File: src/rtl/sb_dsp.sv
// Sound Blaster style DSP: ISA port decode, command parser, 8-bit single-cycle DMA
// playback with a microsecond sample timer, a 2-byte read queue and a level IRQ.
module sb_dsp #(
   parameter int CLKS_PER_US = 50
) (
   input  logic       clk,
   input  logic       rst,
   input  logic [9:0] A,
   input  logic [7:0] d_in,
   output logic [7:0] d_out,
   output logic       d_oe,
   input  logic       IOR,
   input  logic       IOW,
   input  logic       AEN,
   input  logic       DACK1,
   output logic       drq,
   output logic       irq,
   output logic [7:0] pcm,
   output logic       pcm_valid,
   output logic [1:0] o_dbg_state
);

   localparam logic [9:0] ADDR_RESET  = 10'h226;
   localparam logic [9:0] ADDR_READ   = 10'h22A;
   localparam logic [9:0] ADDR_WRITE  = 10'h22C;
   localparam logic [9:0] ADDR_STATUS = 10'h22E;
   localparam int         TW          = $clog2(CLKS_PER_US * 256);

   typedef enum logic [1:0] {
      S_IDLE       = 2'd0,
      S_ARG_TC     = 2'd1,
      S_ARG_LEN_LO = 2'd2,
      S_ARG_LEN_HI = 2'd3
   } parse_t;

   // Reload value of the sample timer: one sample period minus one cycle.
   function automatic logic [TW-1:0] period_m1(input logic [7:0] tc);
      logic [31:0] p;
      p = CLKS_PER_US * (32'd256 - {24'd0, tc});
      return TW'(p - 32'd1);
   endfunction

   // ---------------- strobe synchronisers ----------------
   logic [1:0] r_ior_s, r_iow_s;
   logic       w_ior_fall, w_ior_rise, w_iow_rise;

   always_ff @(posedge clk) begin
      if (rst) begin
         r_ior_s <= 2'b11;
         r_iow_s <= 2'b11;
      end else begin
         r_ior_s <= {r_ior_s[0], IOR};
         r_iow_s <= {r_iow_s[0], IOW};
      end
   end

   assign w_ior_fall = (r_ior_s == 2'b10);
   assign w_ior_rise = (r_ior_s == 2'b01);
   assign w_iow_rise = (r_iow_s == 2'b01);

   // ---------------- register state ----------------
   parse_t      r_state, w_state_next;
   logic [1:0][7:0] r_q;
   logic [1:0]  r_q_cnt;
   logic        r_in_reset;
   logic        r_rd_pend, r_d_oe;
   logic [9:0]  r_rd_addr;
   logic [7:0]  r_d_out;
   logic        r_active, r_paused, r_speaker;
   logic [7:0]  r_tc, r_len_lo, r_buf, r_pcm;
   logic        r_buf_full, r_pcm_valid, r_irq;
   logic [16:0] r_remaining;
   logic [TW-1:0] r_timer;

   // ---------------- write decode ----------------
   logic w_port_wr, w_dma_wr, w_dsp_rst_wr, w_dsp_rst_rel, w_cmd_wr;

   assign w_port_wr     = w_iow_rise & ~AEN & DACK1;
   assign w_dma_wr      = w_iow_rise & ~DACK1 & r_active;
   assign w_dsp_rst_wr  = w_port_wr & (A == ADDR_RESET) & d_in[0];
   assign w_dsp_rst_rel = w_port_wr & (A == ADDR_RESET) & ~d_in[0] & r_in_reset;
   assign w_cmd_wr      = w_port_wr & (A == ADDR_WRITE);

   // ---------------- read path ----------------
   logic       w_rd_hit, w_rd_end, w_pop, w_irq_clr, w_q_nonempty;
   logic [7:0] w_rd_data;

   assign w_q_nonempty = (r_q_cnt != 2'd0);
   assign w_rd_hit = w_ior_fall & ~AEN &
                     ((A == ADDR_READ) | (A == ADDR_WRITE) | (A == ADDR_STATUS));
   assign w_rd_end  = w_ior_rise & r_rd_pend;
   assign w_pop     = w_rd_end & (r_rd_addr == ADDR_READ);
   assign w_irq_clr = w_rd_end & (r_rd_addr == ADDR_STATUS);

   always_comb begin
      w_rd_data = 8'h00;
      if (A == ADDR_READ)
         w_rd_data = w_q_nonempty ? r_q[0] : 8'hFF;
      else if (A == ADDR_STATUS)
         w_rd_data = {w_q_nonempty, 7'h7F};
   end

   // d_oe stays up for one extra cycle after the IOR rise to cover bus hold time.
   always_ff @(posedge clk) begin
      if (rst) begin
         r_rd_pend <= 1'b0;
         r_d_oe    <= 1'b0;
         r_rd_addr <= 10'd0;
         r_d_out   <= 8'h00;
      end else begin
         r_d_oe <= r_rd_pend | w_rd_hit;
         if (w_rd_hit) begin
            r_rd_pend <= 1'b1;
            r_rd_addr <= A;
            r_d_out   <= w_rd_data;
         end else if (w_ior_rise) begin
            r_rd_pend <= 1'b0;
         end
      end
   end

   // ---------------- command parser FSM ----------------
   logic w_tc_load, w_len_lo_load, w_dma_start, w_pause, w_resume;
   logic w_spk_on, w_spk_off, w_ident;

   always_ff @(posedge clk) begin
      if (rst || w_dsp_rst_wr)
         r_state <= S_IDLE;
      else
         r_state <= w_state_next;
   end

   always_comb begin
      w_state_next = r_state;
      if (w_cmd_wr) begin
         case (r_state)
            S_IDLE: begin
               if (d_in == 8'h40)
                  w_state_next = S_ARG_TC;
               else if (d_in == 8'h14)
                  w_state_next = S_ARG_LEN_LO;
            end
            S_ARG_TC:     w_state_next = S_IDLE;
            S_ARG_LEN_LO: w_state_next = S_ARG_LEN_HI;
            S_ARG_LEN_HI: w_state_next = S_IDLE;
            default:      w_state_next = S_IDLE;
         endcase
      end
   end

   always_comb begin
      w_tc_load     = 1'b0;
      w_len_lo_load = 1'b0;
      w_dma_start   = 1'b0;
      w_pause       = 1'b0;
      w_resume      = 1'b0;
      w_spk_on      = 1'b0;
      w_spk_off     = 1'b0;
      w_ident       = 1'b0;
      if (w_cmd_wr) begin
         case (r_state)
            S_IDLE: begin
               case (d_in)
                  8'hD0:   w_pause  = 1'b1;
                  8'hD4:   w_resume = 1'b1;
                  8'hD1:   w_spk_on = 1'b1;
                  8'hD3:   w_spk_off = 1'b1;
                  8'hE1:   w_ident  = 1'b1;
                  default: ;
               endcase
            end
            S_ARG_TC:     w_tc_load     = 1'b1;
            S_ARG_LEN_LO: w_len_lo_load = 1'b1;
            S_ARG_LEN_HI: w_dma_start   = 1'b1;
            default: ;
         endcase
      end
   end

   // ---------------- output queue ----------------
   logic [1:0]      w_push_en;
   logic [1:0][7:0] w_push_data;
   logic [1:0][7:0] w_q_next;
   logic [1:0]      w_q_cnt_next;

   assign w_push_en[0]   = w_dsp_rst_rel | w_ident;
   assign w_push_data[0] = w_ident ? 8'h02 : 8'hAA;
   assign w_push_en[1]   = w_ident;
   assign w_push_data[1] = 8'h01;

   // Pop is applied before pushes so a read and a push in one cycle both land.
   always_comb begin
      w_q_next     = r_q;
      w_q_cnt_next = r_q_cnt;
      if (w_dsp_rst_wr) begin
         w_q_cnt_next = 2'd0;
      end else if (w_pop && (r_q_cnt != 2'd0)) begin
         w_q_next[0]  = r_q[1];
         w_q_cnt_next = r_q_cnt - 2'd1;
      end
      for (int i = 0; i < 2; i++) begin
         if (w_push_en[i]) begin
            if (w_q_cnt_next == 2'd0) begin
               w_q_next[0]  = w_push_data[i];
               w_q_cnt_next = 2'd1;
            end else if (w_q_cnt_next == 2'd1) begin
               w_q_next[1]  = w_push_data[i];
               w_q_cnt_next = 2'd2;
            end
         end
      end
   end

   always_ff @(posedge clk) begin
      if (rst) begin
         r_q        <= '0;
         r_q_cnt    <= 2'd0;
         r_in_reset <= 1'b0;
      end else begin
         r_q     <= w_q_next;
         r_q_cnt <= w_q_cnt_next;
         if (w_dsp_rst_wr)
            r_in_reset <= 1'b1;
         else if (w_dsp_rst_rel)
            r_in_reset <= 1'b0;
      end
   end

   // ---------------- DMA playback ----------------
   logic w_timer_run, w_expire, w_irq_set;

   // The timer keeps running after the last DMA byte until that byte has played.
   assign w_timer_run = (r_active | r_buf_full) & ~r_paused;
   assign w_expire    = w_timer_run & (r_timer == '0);
   assign w_irq_set   = w_dma_wr & (r_remaining == 17'd1);

   always_ff @(posedge clk) begin
      if (rst) begin
         r_active    <= 1'b0;
         r_paused    <= 1'b0;
         r_speaker   <= 1'b0;
         r_tc        <= 8'h00;
         r_len_lo    <= 8'h00;
         r_remaining <= 17'd0;
         r_buf       <= 8'h00;
         r_buf_full  <= 1'b0;
         r_pcm       <= 8'h80;
         r_pcm_valid <= 1'b0;
         r_irq       <= 1'b0;
         r_timer     <= period_m1(8'h00);
      end else begin
         r_pcm_valid <= 1'b0;
         if (w_tc_load)     r_tc     <= d_in;
         if (w_len_lo_load) r_len_lo <= d_in;
         if (w_spk_on)      r_speaker <= 1'b1;
         if (w_spk_off)     r_speaker <= 1'b0;
         if (w_pause)       r_paused <= 1'b1;
         if (w_resume)      r_paused <= 1'b0;

         if (w_tc_load)
            r_timer <= period_m1(d_in);
         else if (w_timer_run)
            r_timer <= (r_timer == '0) ? period_m1(r_tc) : r_timer - 1'b1;

         if (w_expire && r_buf_full) begin
            r_pcm       <= r_speaker ? r_buf : 8'h80;
            r_pcm_valid <= 1'b1;
         end

         // A DMA byte arriving on an expiry refills the buffer the expiry just drained.
         if (w_dsp_rst_wr || w_dma_start) begin
            r_buf_full <= 1'b0;
         end else if (w_dma_wr) begin
            r_buf      <= d_in;
            r_buf_full <= 1'b1;
         end else if (w_expire) begin
            r_buf_full <= 1'b0;
         end

         if (w_dsp_rst_wr) begin
            r_active    <= 1'b0;
            r_remaining <= 17'd0;
         end else if (w_dma_start) begin
            r_active    <= 1'b1;
            r_remaining <= {1'b0, d_in, r_len_lo} + 17'd1;
         end else if (w_dma_wr) begin
            r_remaining <= r_remaining - 17'd1;
            if (r_remaining == 17'd1)
               r_active <= 1'b0;
         end

         if (w_dsp_rst_wr)
            r_irq <= 1'b0;
         else if (w_irq_set)
            r_irq <= 1'b1;
         else if (w_irq_clr)
            r_irq <= 1'b0;
      end
   end

   assign drq         = r_active & ~r_paused & ~r_buf_full & (r_remaining != 17'd0);
   assign irq         = r_irq;
   assign pcm         = r_pcm;
   assign pcm_valid   = r_pcm_valid;
   assign d_out       = r_d_out;
   assign d_oe        = r_d_oe;
   assign o_dbg_state = r_state;

endmodule

File: config.mk
export PLATFORM = sky130hd
export DESIGN_NAME = sb_dsp
export DESIGN_NICKNAME = d
export VERILOG_FILES = /design/src/rtl/sb_dsp.sv
export SDC_FILE = /design/constraint.sdc
export NUM_CORES = 1
export LEC_CHECK = 0
export ABC_AREA = 0
export CAP_MARGIN = 20
export CORE_MARGIN = 2
export CORE_UTILIZATION = 30
export CTS_BUF_LIST = sky130_fd_sc_hd__clkbuf_4
export DETAILED_ROUTE_END_ITERATION = 16
export DONT_BUFFER_PORTS = 1
export HOLD_SLACK_MARGIN = 0.1
export PLACE_DENSITY_LB_ADDON = 0.3
export SYNTH_ARGS = -nofsm -noshare
export SYNTH_HDL_FRONTEND = slang
export SYNTH_SLANG_ARGS = --single-unit
File: constraint.sdc
create_clock -name clk -period 5 [get_ports clk]
set_clock_uncertainty 0.2 [all_clocks]
set_input_delay 0.5 -clock clk [delete_from_list [all_inputs] [get_ports clk]]
set_output_delay 0.5 -clock clk [all_outputs]
set_load 0.02 [all_outputs]
==> flow_metrics.tcl, run 1 <==
set metrics [dict create \
    internal_power_mw 1.39 \
    grt.overflow.total 0 \
    synth-seq-cells 114 \
    finalNetCount 1040 \
    arrival_ns 4.99 \
    netlist-cell-type-count 72 \
    drc_errors 0 \
    start_util_pct 30.4 \
    fin_cells 1278 \
    power.share.clock_pct 36.2 \
    dieArea_um2 26700 \
    synth_edf_count 0 \
    wirelength_um 20100 \
    criticalPathCategory "input pin to register" \
    rsz0062_at_grt "no" \
    vias 6502 \
    hold_class "input pin to register" \
    required_ns 5.26 \
    diodes 0 \
    placementRows 58 \
    dp.final_hpwl_um 14000 \
    min_period_ns 4.74 \
    yosys-top-cells-area "dfxtp_1 (30%), ha_1 (12%), xnor2_1 (5.3%)" \
    worst_slack_ns 0.261 \
    relSlewSlack_pct 46.3 \
    worstPathMaxFanout 6 \
    clock_latency_ns 0.56 \
    pwr-share-seq_pct 44.1 \
    port_buffers 0 \
    drive_above_1_share_pct 8.65 \
    track_usage_pct 15.4 \
    vias_per_cell 5.09 \
    gp_congestion 0.778 \
    setup.worst_path.start_class "input pin" \
    dp_slack_ns 0.136 \
    clock.fmax_mhz 211 \
    fp.dieW_um 164 \
    coreArea_um2 25100 \
    antenna_found_initial 0 \
    fp.dieH_um 164 \
    synth_area_per_cell_um2 8.21 \
    hold_viol 0 \
    cts_root_buf "clkbuf_4" \
    dp.cells 1219 \
    cp_common_cell "ha_1" \
    switchingPower_uw 669 \
    syn_inst 930 \
    pwr-share-comb_pct 19.7 \
    yosys.area.top_type "dfxtp_1" \
    finalSetupViolCount 0 \
    drtAntennaViolNets 0 \
    cp-end-kind "register" \
    cts_tree "yes" \
    cts_made_buffers 17 \
    yosysTopAreaCellShare_pct 29.9 \
    fin_tns_setup_ns 0 \
    dr.pass1.iters 7 \
    design_area_um2 8560 \
    wl_per_cell_um 15.7 \
    power_leakage_nw 3.43 \
    grt_pass1_wl_um 32700 \
    drtIter0Drc 395 \
    area_growth_pct 12.2 \
    drv_slew 0 \
    post_dp_cell_area_um2 7930 \
    synthArstFlopShare_pct 0 \
    post-route-period-util_pct 94.8 \
    htreeDepth 4 \
    cts_max_path_buffers 2 \
    cap_violations 0 \
    crit_chain "dlygate4sd3_1, inv_1, ha_1, nand2_1, xor2_2, ha_1, ha_1, inv_1, fa_1, inv_1, ha_1, a21oi_2, o22ai_1, o32ai_2, nand4bb_1, nor4_1, xnor2_1, a221o_1" \
    seq_area_frac_synth_pct 29.9 \
    status "complete, no violations" \
    synth_ff_type "dfxtp_1" \
    syn_nets 1035 \
    ys_warn_count 0 \
    synth_area_um2 7640 \
    swShare_pct 32.4 \
    io_pins 46 \
    cts.sinks 114 \
    grt_max_degree 64 \
    grt_pass1_vias 6231 \
    cp_slowest_cell "dlygate4sd3_1" \
    path_clk_slew_ns 0.13 \
    peakVddDrop_v 0.000131 \
    power_density_nw_per_um2 241 \
    worst_pin_slew_ns 0.804 \
    holdWs_ns 0.147 \
    max_stage_delay_ns 0.65 \
]
[power by group through the flow]
| stage | Sequential, mW | Combinational, mW | Clock [mW] |
|---|---|---|---|
| 2_1_floorplan | 0.931 | 0.300 | 0 |
| 3_3_place_gp | 0.931 | 0.358 | 0 |
| 3_5_place_dp | 0.931 | 0.357 | 0 |
| 4_1_cts | 0.911 | 0.396 | 0.763 |
| 5_1_grt | 0.911 | 0.457 | 0.797 |
| 6_report | 0.911 | 0.405 | 0.747 |
[critical path, delay by kind of cell]
| kind | cells | cell delay (ns) |
|---|---|---|
| fa+ha+maj | 5 | 1.69 |
| buf+inv | 4 | 0.89 |
| compound gates | 4 | 0.88 |
| simple gates | 3 | 0.66 |
| xor+xnor | 2 | 0.35 |
[through the flow]
| stage | util, % | power, mW |
|---|---|---|
| after floorplan | - | 1.23 |
| after global placement | 31.6 | 1.29 |
| after detailed placement | 31.6 | 1.29 |
| after CTS | 33.9 | 2.07 |
| after global routing | 34.1 | 2.17 |
| final | 34.1 | 2.06 |
[cell usage after synthesis, types with 12 or more instances]
library cell / count
dfxtp_1: 114
xor2_1: 32
ha_1: 73
inv_1: 60
o211ai_1: 13
clkbuf_1: 39
and3_1: 12
xnor2_1: 46
mux2i_1: 15
nor3_1: 20
nand2_1: 99
nor4_1: 12
a211oi_1: 22
nand3_1: 16
a21oi_1: 69
nor2_1: 93
nor2b_1: 13
o21ai_0: 15
[flip-flops by register name, indices dropped and copies added, names as in the netlist]
signal       count
r_in_reset       1
r_q             16
irq              1
d_oe             1
r_q_cnt          2
r_paused         1
pcm_valid        1
r_ior_s          2
r_buf_full       1
r_speaker        1
o_dbg_state      2
r_rd_addr       10
r_len_lo         8
r_remaining     17
r_rd_pend        1
r_tc             8
d_out            8
r_timer         14
pcm              8
r_buf            8
r_active         1
r_iow_s          2
[per-layer routing]
layer  routed length, µm  up-vias  global-route usage, %
met4                 256        0                   3.71
met5                   0        -                      0
li1                    -     3254                      -
met2                8940      112                   24.0
met1                9910     3117                   21.5
met3                 963       19                   3.86
[cell type report]
| cell class | count | area [µm²] |
|---|---|---|
| inverters | 61 | 229 |
| clock inverters | 15 | 173 |
| multi-input cells | 704 | 4980 |
| fillers | 2685 | 16500 |
| flip-flops and latches | 114 | 2280 |
| repair buffers | 37 | 360 |
| well taps | 330 | 413 |
| clock buffers | 17 | 128 |
[worst paths after layout]
kind | startpoint | slack (ns) | end | cells past startpoint
max | d_in[1] | 0.26 | r_timer[13]$_SDFFE_PP1P_ | 18
min | A[1] | 0.15 | r_q[3]$_SDFF_PP0_ | 4
min reg2reg | r_buf[7]$_SDFFE_PP0P_ | 0.27 | pcm[7]$_SDFFE_PP1P_ | 2
max reg2reg | r_tc[1]$_SDFFE_PP0P_ | 0.37 | r_timer[13]$_SDFFE_PP1P_ | 18
[cell families after synthesis]
| group | synth area share, % |
|---|---|
| AO/OA/AOI/OAI | 15.6 |
| adder cells (fa/ha/maj) | 14.1 |
| flip-flops | 29.9 |
| AND/OR/NAND/NOR | 23.2 |
| buffers and inverters | 5.72 |
| multiplexers | 2.61 |
| XOR/XNOR | 8.95 |
[what timing repair did]
| action | CTS | global route |
|---|---|---|
| resized for setup | 0 | 8 |
| setup endpoints to repair | 0 | 3 |
| hold buffers | 26 | 0 |
| hold endpoints to repair | 85 | 0 |
| buffers inserted | 0 | 0 |
[placed cells by master, fill, tap and decap left out, types with 3 or more instances in the layout]
master	n
a21o_1	4
or2_2	9
nand3_1	16
buf_4	11
nand4bb_1	4
nor2_1	92
xnor2_1	44
a22o_1	7
nor4_1	11
nor3_1	20
ha_1	73
o221ai_1	5
a21oi_1	68
clkbuf_4	17
or3_1	8
a311oi_1	3
nand4_1	8
xor2_1	30
and3b_1	3
inv_6	6
o211ai_1	13
or4_1	5
o21ai_0	15
mux2i_1	15
and3_1	12
and4_1	4
a211oi_1	22
dfxtp_1	114
o21a_1	7
inv_1	60
and2_1	7
nand2_1	99
nor2b_1	13
dlygate4sd3_1	25
fa_1	8
nor4bb_1	3
mux2_2	3
nand2b_1	8
a22oi_1	6
nand3b_1	3
(Power assumes the default switching activity.)
==> inputs of run 2 (changes only) <==
--- a/config.mk
+++ b/config.mk
@@ -6,6 +6,7 @@
 export NUM_CORES = 1
 export LEC_CHECK = 0
 export ABC_AREA = 0
+export ABC_CLOCK_PERIOD_IN_PS = 5000
 export CAP_MARGIN = 20
 export CORE_MARGIN = 2
 export CORE_UTILIZATION = 30
@@ -14,6 +15,7 @@
 export DONT_BUFFER_PORTS = 1
 export HOLD_SLACK_MARGIN = 0.1
 export PLACE_DENSITY_LB_ADDON = 0.3
+export SETUP_SLACK_MARGIN = 0.5
 export SYNTH_ARGS = -nofsm -noshare
 export SYNTH_HDL_FRONTEND = slang
 export SYNTH_SLANG_ARGS = --single-unit
==> run 2 against run 1 <==
  * Hold slack worse by 0.019 ns
  * Final cell count increased by 0.16%
  * Die area unchanged
  * Non-clock buffer count up 3
  * Clock-buffer cell count is 1 higher
  * Clock power fell by 9.2%
  * Register-to-register slack better by 0.29 ns
  * Design area increased by 1.4%
  * Sequential share of layout area down 0.33 points
  * Largest cell class unchanged
==> flow_metrics.tcl, run 2 (synthesized netlist as in run 1, its figures left out) <==
set metrics [dict create \
    grt_max_degree 63 \
    layout_commonest_cell "dfxtp_1" \
    vias_per_cell 5.07 \
    clock.fmax_mhz 230 \
    hold_viol 0 \
    fillCellCount 2679 \
    placementRows 58 \
    diodes 0 \
    power_leakage_nw 3.44 \
    top_layer_used "met4" \
    start_util_pct 30.4 \
    cp-end-kind "register" \
    io_pins 46 \
    worst_pin_slew_ns 0.798 \
    drtAntennaViolNets 0 \
    antenna_found_initial 0 \
    dp.final_hpwl_um 14100 \
    r2r-end "r_timer[13]$_SDFFE_PP1P_" \
    min_path_cells 4 \
    finalSetupViolCount 0 \
    criticalPathCategory "register to register" \
    min_from "A[3]" \
    track_usage_pct 15.2 \
    grt_pass1_vias 6295 \
    rsz0062_at_grt "no" \
    clock_latency_ns 0.52 \
    cts.sinks 114 \
    finalNetCount 1043 \
    power_density_nw_per_um2 229 \
    worst_slack_ns 0.661 \
    drtIter0Drc 399 \
    dieArea_um2 26700 \
    grt.overflow.total 0 \
    required_ns 5.22 \
    critPathLaunch "r_tc[1]$_SDFFE_PP0P_" \
    relSlewSlack_pct 46.6 \
    dr_wl_met2_um 9080 \
    worstHoldEndpoint "d_out[6]$_SDFFE_PP0P_" \
    layout_common_cells "dfxtp_1 (113), nand2_1 (99), nor2_1 (92)" \
    cts_tree "yes" \
    holdWs_ns 0.129 \
    wirelength_um 19900 \
    dp_slack_ns 0.197 \
    dr_wl_met3_um 977 \
    fp.dieH_um 164 \
    largest_reg_flops 17 \
    reg2reg_depth 17 \
    p_total_mw 1.99 \
    coreArea_um2 25100 \
    vias 6486 \
    post-route-util_pct 34.6 \
    dr.pass1.iters 5 \
    regMostFlops "r_remaining" \
    peakVddDrop_v 0.000147 \
    drive_above_1_share_pct 10.5 \
    hold_class "input pin to register" \
    reg.largest.list "r_remaining x17, r_q x16, r_timer x14" \
    gp_congestion 0.793 \
    cap_violations 0 \
    status "complete, no violations" \
    arrival_ns 4.55 \
    port_buffers 0 \
    fp.dieW_um 164 \
    wl_per_cell_um 15.5 \
    wl_met1_um 9640 \
    cts_max_path_buffers 2 \
    min_period_ns 4.34 \
    cts_root_buf "clkbuf_4" \
    grt_pass1_wl_um 32500 \
    cts_made_buffers 17 \
    post-route-period-util_pct 86.8 \
    htreeDepth 4 \
    path_clk_slew_ns 0.11 \
    drc_errors 0 \
    worstPathMaxFanout 5 \
    r2r_slack_ns 0.66 \
    area_growth_pct 13.7 \
    r2r-start "r_tc[1]$_SDFFE_PP0P_" \
    fin_tns_setup_ns 0 \
    setup.worst_path.start_class "register" \
    drv_slew 0 \
]
## run 2: cell count changes in the layout (fill, tap and decap cells not counted), moves of 3 or more
| cell | change |
|---|---|
| xor2_1 | -3 |
| clkinvlp_4 | +3 |
| ha_4 | +3 |
| buf_4 | +5 |
| ha_1 | -3 |
| xor2_2 | +3 |
| inv_6 | -6 |
## run 2: report_power, final
part	total, mW	internal (mW)	leakage [nW]	switching (mW)
clock	0.678	0.298	0.131	0.380
sequential	0.910	0.909	0.920	0.00114
combinational	0.401	0.169	2.39	0.233
total	1.99	1.37	3.44	0.614
## run 2: how the worst max path moves through the flow
stage | to | cells past startpoint | slack (ns)
after floorplan | r_timer[13]$_SDFFE_PP1P_ | 17 | 0.34
after global placement | r_timer[13]$_SDFFE_PP1P_ | 18 | 0.29
after detailed placement | r_timer[13]$_SDFFE_PP1P_ | 17 | 0.20
after CTS | r_timer[13]$_SDFFE_PP1P_ | 18 | 0.51
after global routing | r_timer[13]$_SDFFE_PP1P_ | 18 | 0.48
final | r_timer[13]$_SDFFE_PP1P_ | 17 | 0.66
## run 2: repair_timing
item,4_1_cts,5_1_grt
gates resized for setup,6,16
hold buffers,24,0
hold endpoints to repair,81,0
setup endpoints to repair,1,2
buffers inserted,2,4
pin swaps,2,6
## run 2: through the flow
step | instances | cell area (µm²)
global placement | 1218 | 7970
CTS | 1275 | 8540
detailed placement | 1218 | 7970
floorplan | 930 | 7700
finish | 1280 | 8690
global route | 1280 | 8690
## run 2: final cells by class
type	count	area, µm²	share of cell area, %
multi-input cells	704	5100	58.8
inverters	61	229	2.64
clock buffers	18	135	1.56
well taps	330	413	4.75
clock inverters	13	140	1.61
flip-flops and latches	114	2290	26.3
repair buffers	40	378	4.35
## run 2: worst max-delay path, stage by stage, from the launching register on
cell,delay (ns)
dfxtp_4,0.38
inv_1,0.11
ha_4,0.17
nand2b_4,0.07
nor2_4,0.16
xnor2_1,0.14
ha_1,0.25
ha_1,0.27
inv_1,0.05
fa_1,0.53
inv_1,0.05
ha_1,0.33
and4_1,0.21
o21ai_0,0.14
or3b_4,0.42
nor4b_4,0.29
mux2i_1,0.13
a221o_1,0.34
## run 2: per-layer routing
metal | vias to the layer above | GRT usage (%)
met4 | 0 | 3.19
met1 | 3086 | 20.6
met3 | 17 | 3.91
met5 | - | 0
met2 | 123 | 24.3
li1 | 3260 | -
==> inputs of run 3 (changes only) <==
--- a/config.mk
+++ b/config.mk
@@ -6,7 +6,7 @@
 export NUM_CORES = 1
 export LEC_CHECK = 0
 export ABC_AREA = 0
-export ABC_CLOCK_PERIOD_IN_PS = 5000
+export ABC_CLOCK_PERIOD_IN_PS = 3800
 export CAP_MARGIN = 20
 export CORE_MARGIN = 2
 export CORE_UTILIZATION = 30
@@ -15,6 +15,7 @@
 export DONT_BUFFER_PORTS = 1
 export HOLD_SLACK_MARGIN = 0.1
 export PLACE_DENSITY_LB_ADDON = 0.3
+export REMOVE_ABC_BUFFERS = 1
 export SETUP_SLACK_MARGIN = 0.5
 export SYNTH_ARGS = -nofsm -noshare
 export SYNTH_HDL_FRONTEND = slang
==> constraint.sdc (replaced) <==
create_clock -name clk -period 3.8 [get_ports clk]
set_clock_uncertainty 0.2 [all_clocks]
set_input_delay 0.38 -clock clk [delete_from_list [all_inputs] [get_ports clk]]
set_output_delay 0.38 -clock clk [all_outputs]
set_load 0.02 [all_outputs]
==> run 3 against run 2 <==
  * The run now ends with negative setup slack left
  * Clock power rose by 39%
  * Final cell count rose by 11%
  * Wire length rose by 9.2%
  * Sequential cell count did not move
  * Clock-buffer cell count did not move
  * Non-clock buffer count rose by 142
  * Critical path depth fell by 1
  * Worst setup slack got worse by 0.91 ns
  * Hold slack got worse by 0.0053 ns
  * Combinational power rose by 63%
  * Sequential share of layout area fell by 3.8 points
==> flow_metrics.tcl, run 3 (synthesized netlist as in run 1, its figures left out) <==
set metrics [dict create \
    cp-end-kind "register" \
    reg.largest.list "r_remaining x17, r_q x16, r_timer x14" \
    cts_made_buffers 17 \
    cts_root_buf "clkbuf_4" \
    port_buffers 0 \
    io_pins 46 \
    vias_per_cell 4.96 \
    gp_congestion 0.808 \
    setup.worst_path.start_class "register" \
    drv_slew 0 \
    regMostFlops "r_remaining" \
    endpoint "r_timer[13]$_SDFFE_PP1P_" \
    track_usage_pct 16.6 \
    dp_slack_ns -0.833 \
    largest_reg_flops 17 \
    cts_max_path_buffers 2 \
    required_ns 4.05 \
    path_clk_slew_ns 0.12 \
    fp.dieH_um 164 \
    worstPathMaxFanout 5 \
    p_total_mw 2.80 \
    worst_pin_slew_ns 0.840 \
    drtAntennaViolNets 0 \
    r2r-start "r_tc[0]$_SDFFE_PP0P_" \
    wirelength_um 21700 \
    grt_max_degree 40 \
    criticalPathCategory "register to register" \
    antenna_found_initial 0 \
    reg2reg_depth 16 \
    cp_common_cell "ha_1" \
    grt_pass1_vias 6891 \
    post-route-period-util_pct 107 \
    min_period_ns 4.05 \
    cts_tree "yes" \
    coreArea_um2 25100 \
    hold_class "input pin to register" \
    power_leakage_nw 4.28 \
    dieArea_um2 26700 \
    relSlewSlack_pct 44.0 \
    vias 7063 \
    finalSetupViolCount 6 \
    arrival_ns 4.30 \
    placementRows 58 \
    start_util_pct 30.4 \
    violations "negative setup slack" \
    drtIter0Drc 376 \
    drive_above_1_share_pct 22.3 \
    fillCellCount 2574 \
    area_growth_pct 33.0 \
    hold_viol 0 \
    post-route-util_pct 40.4 \
    dp.final_hpwl_um 14900 \
    clock.fmax_mhz 247 \
    clock_latency_ns 0.56 \
    min_path_cells 4 \
    r2r_slack_ns -0.25 \
    grt.overflow.total 0 \
    worst_slack_ns -0.254 \
    crit_chain "buf_6, nor3_4, nand2_2, xor2_2, ha_1, ha_1, inv_1, fa_1, inv_2, ha_4, and4_4, nor4_1, or3b_4, nor4b_4, mux2i_1, a221o_1" \
    cap_violations 0 \
    cts.sinks 114 \
    peakVddDrop_v 0.000190 \
    diodes 0 \
    grt_pass1_wl_um 35300 \
    finalNetCount 1185 \
    drc_errors 0 \
    status "finished with violations" \
    cp_slowest_cell "fa_1" \
    dr.pass1.iters 5 \
    layout_commonest_cell "buf_4" \
    r2r-end "r_timer[13]$_SDFFE_PP1P_" \
    htreeDepth 4 \
    power_density_nw_per_um2 276 \
    critPathLaunch "r_tc[0]$_SDFFE_PP0P_" \
    wl_per_cell_um 15.3 \
    fp.dieW_um 164 \
    layout_common_cells "buf_4 (111), dfxtp_1 (110), nand2_1 (95)" \
    fin_tns_setup_ns -1.05 \
    rsz0062_at_grt "yes" \
    max_stage_delay_ns 0.49 \
]
## run 3: through the flow
| stage | cell area (µm²) | hold WS (ns) | std cells |
|---|---|---|---|
| after detailed placement | 8590 | 0.241 | 1307 |
| after global placement | 8590 | 0.238 | 1307 |
| final | 10200 | 0.123 | 1423 |
| after global routing | 10200 | 0.130 | 1423 |
| after CTS | 9850 | 0.101 | 1405 |
| after floorplan | 7430 | 0.226 | 879 |
## run 3: critical path, delay by kind of cell, from the launching register on
kind,cells,cell delay [ns]
adders and majority gates,4,1.35
and+or+nand+nor,6,1.26
DFF,1,0.35
AOI/OAI and AO/OA,1,0.31
buffers and inverters,3,0.22
xor gates and xnor gates,1,0.16
muxes,1,0.12
## run 3: cell type report
class / count / area [µm²] / share of cell area [%]
Multi-Input combinational cell: 704 / 5370 / 52.9
Sequential cell: 114 / 2290 / 22.5
Timing Repair Buffer: 182 / 1570 / 15.4
Tap cell: 330 / 413 / 4.07
Inverter: 61 / 229 / 2.25
Clock inverter: 14 / 155 / 1.53
Clock buffer: 18 / 135 / 1.33
## run 3: power by group
| part | internal [mW] | total (mW) | switching (mW) |
|---|---|---|---|
| Clock | 0.403 | 0.945 | 0.542 |
| Combinational | 0.333 | 0.654 | 0.321 |
| Sequential | 1.20 | 1.20 | 0.00232 |
## run 3: timing repair
item,CTS,global route
hold endpoints to repair,104,1
buffers inserted,6,17
hold buffers,60,1
pin swaps,34,15
endpoints found under the setup margin,14,32
gates resized for setup,59,30
## run 3: worst min path at each step
stage                                          from                     endpoint  slack [ns]
final                                       d_in[0]  r_remaining[9]$_SDFFE_PP0P_        0.12
after detailed placement      r_buf[4]$_SDFFE_PP0P_        r_buf[4]$_SDFFE_PP0P_        0.24
after CTS                                     DACK1  r_remaining[1]$_SDFFE_PP0P_        0.10
after global routing                        d_in[0]  r_remaining[9]$_SDFFE_PP0P_        0.13
after global placement    r_rd_addr[1]$_SDFFE_PP0P_    r_rd_addr[1]$_SDFFE_PP0P_        0.24
after floorplan           r_rd_addr[1]$_SDFFE_PP0P_    r_rd_addr[1]$_SDFFE_PP0P_        0.23
## run 3: layer usage
metal	vias up	track usage, %	part of all wire [%]
li1	3549	-	-
met3	12	4.24	5.5
met5	-	0	0
met2	158	26.4	45
met4	0	3.43	0.59
met1	3344	22.6	48
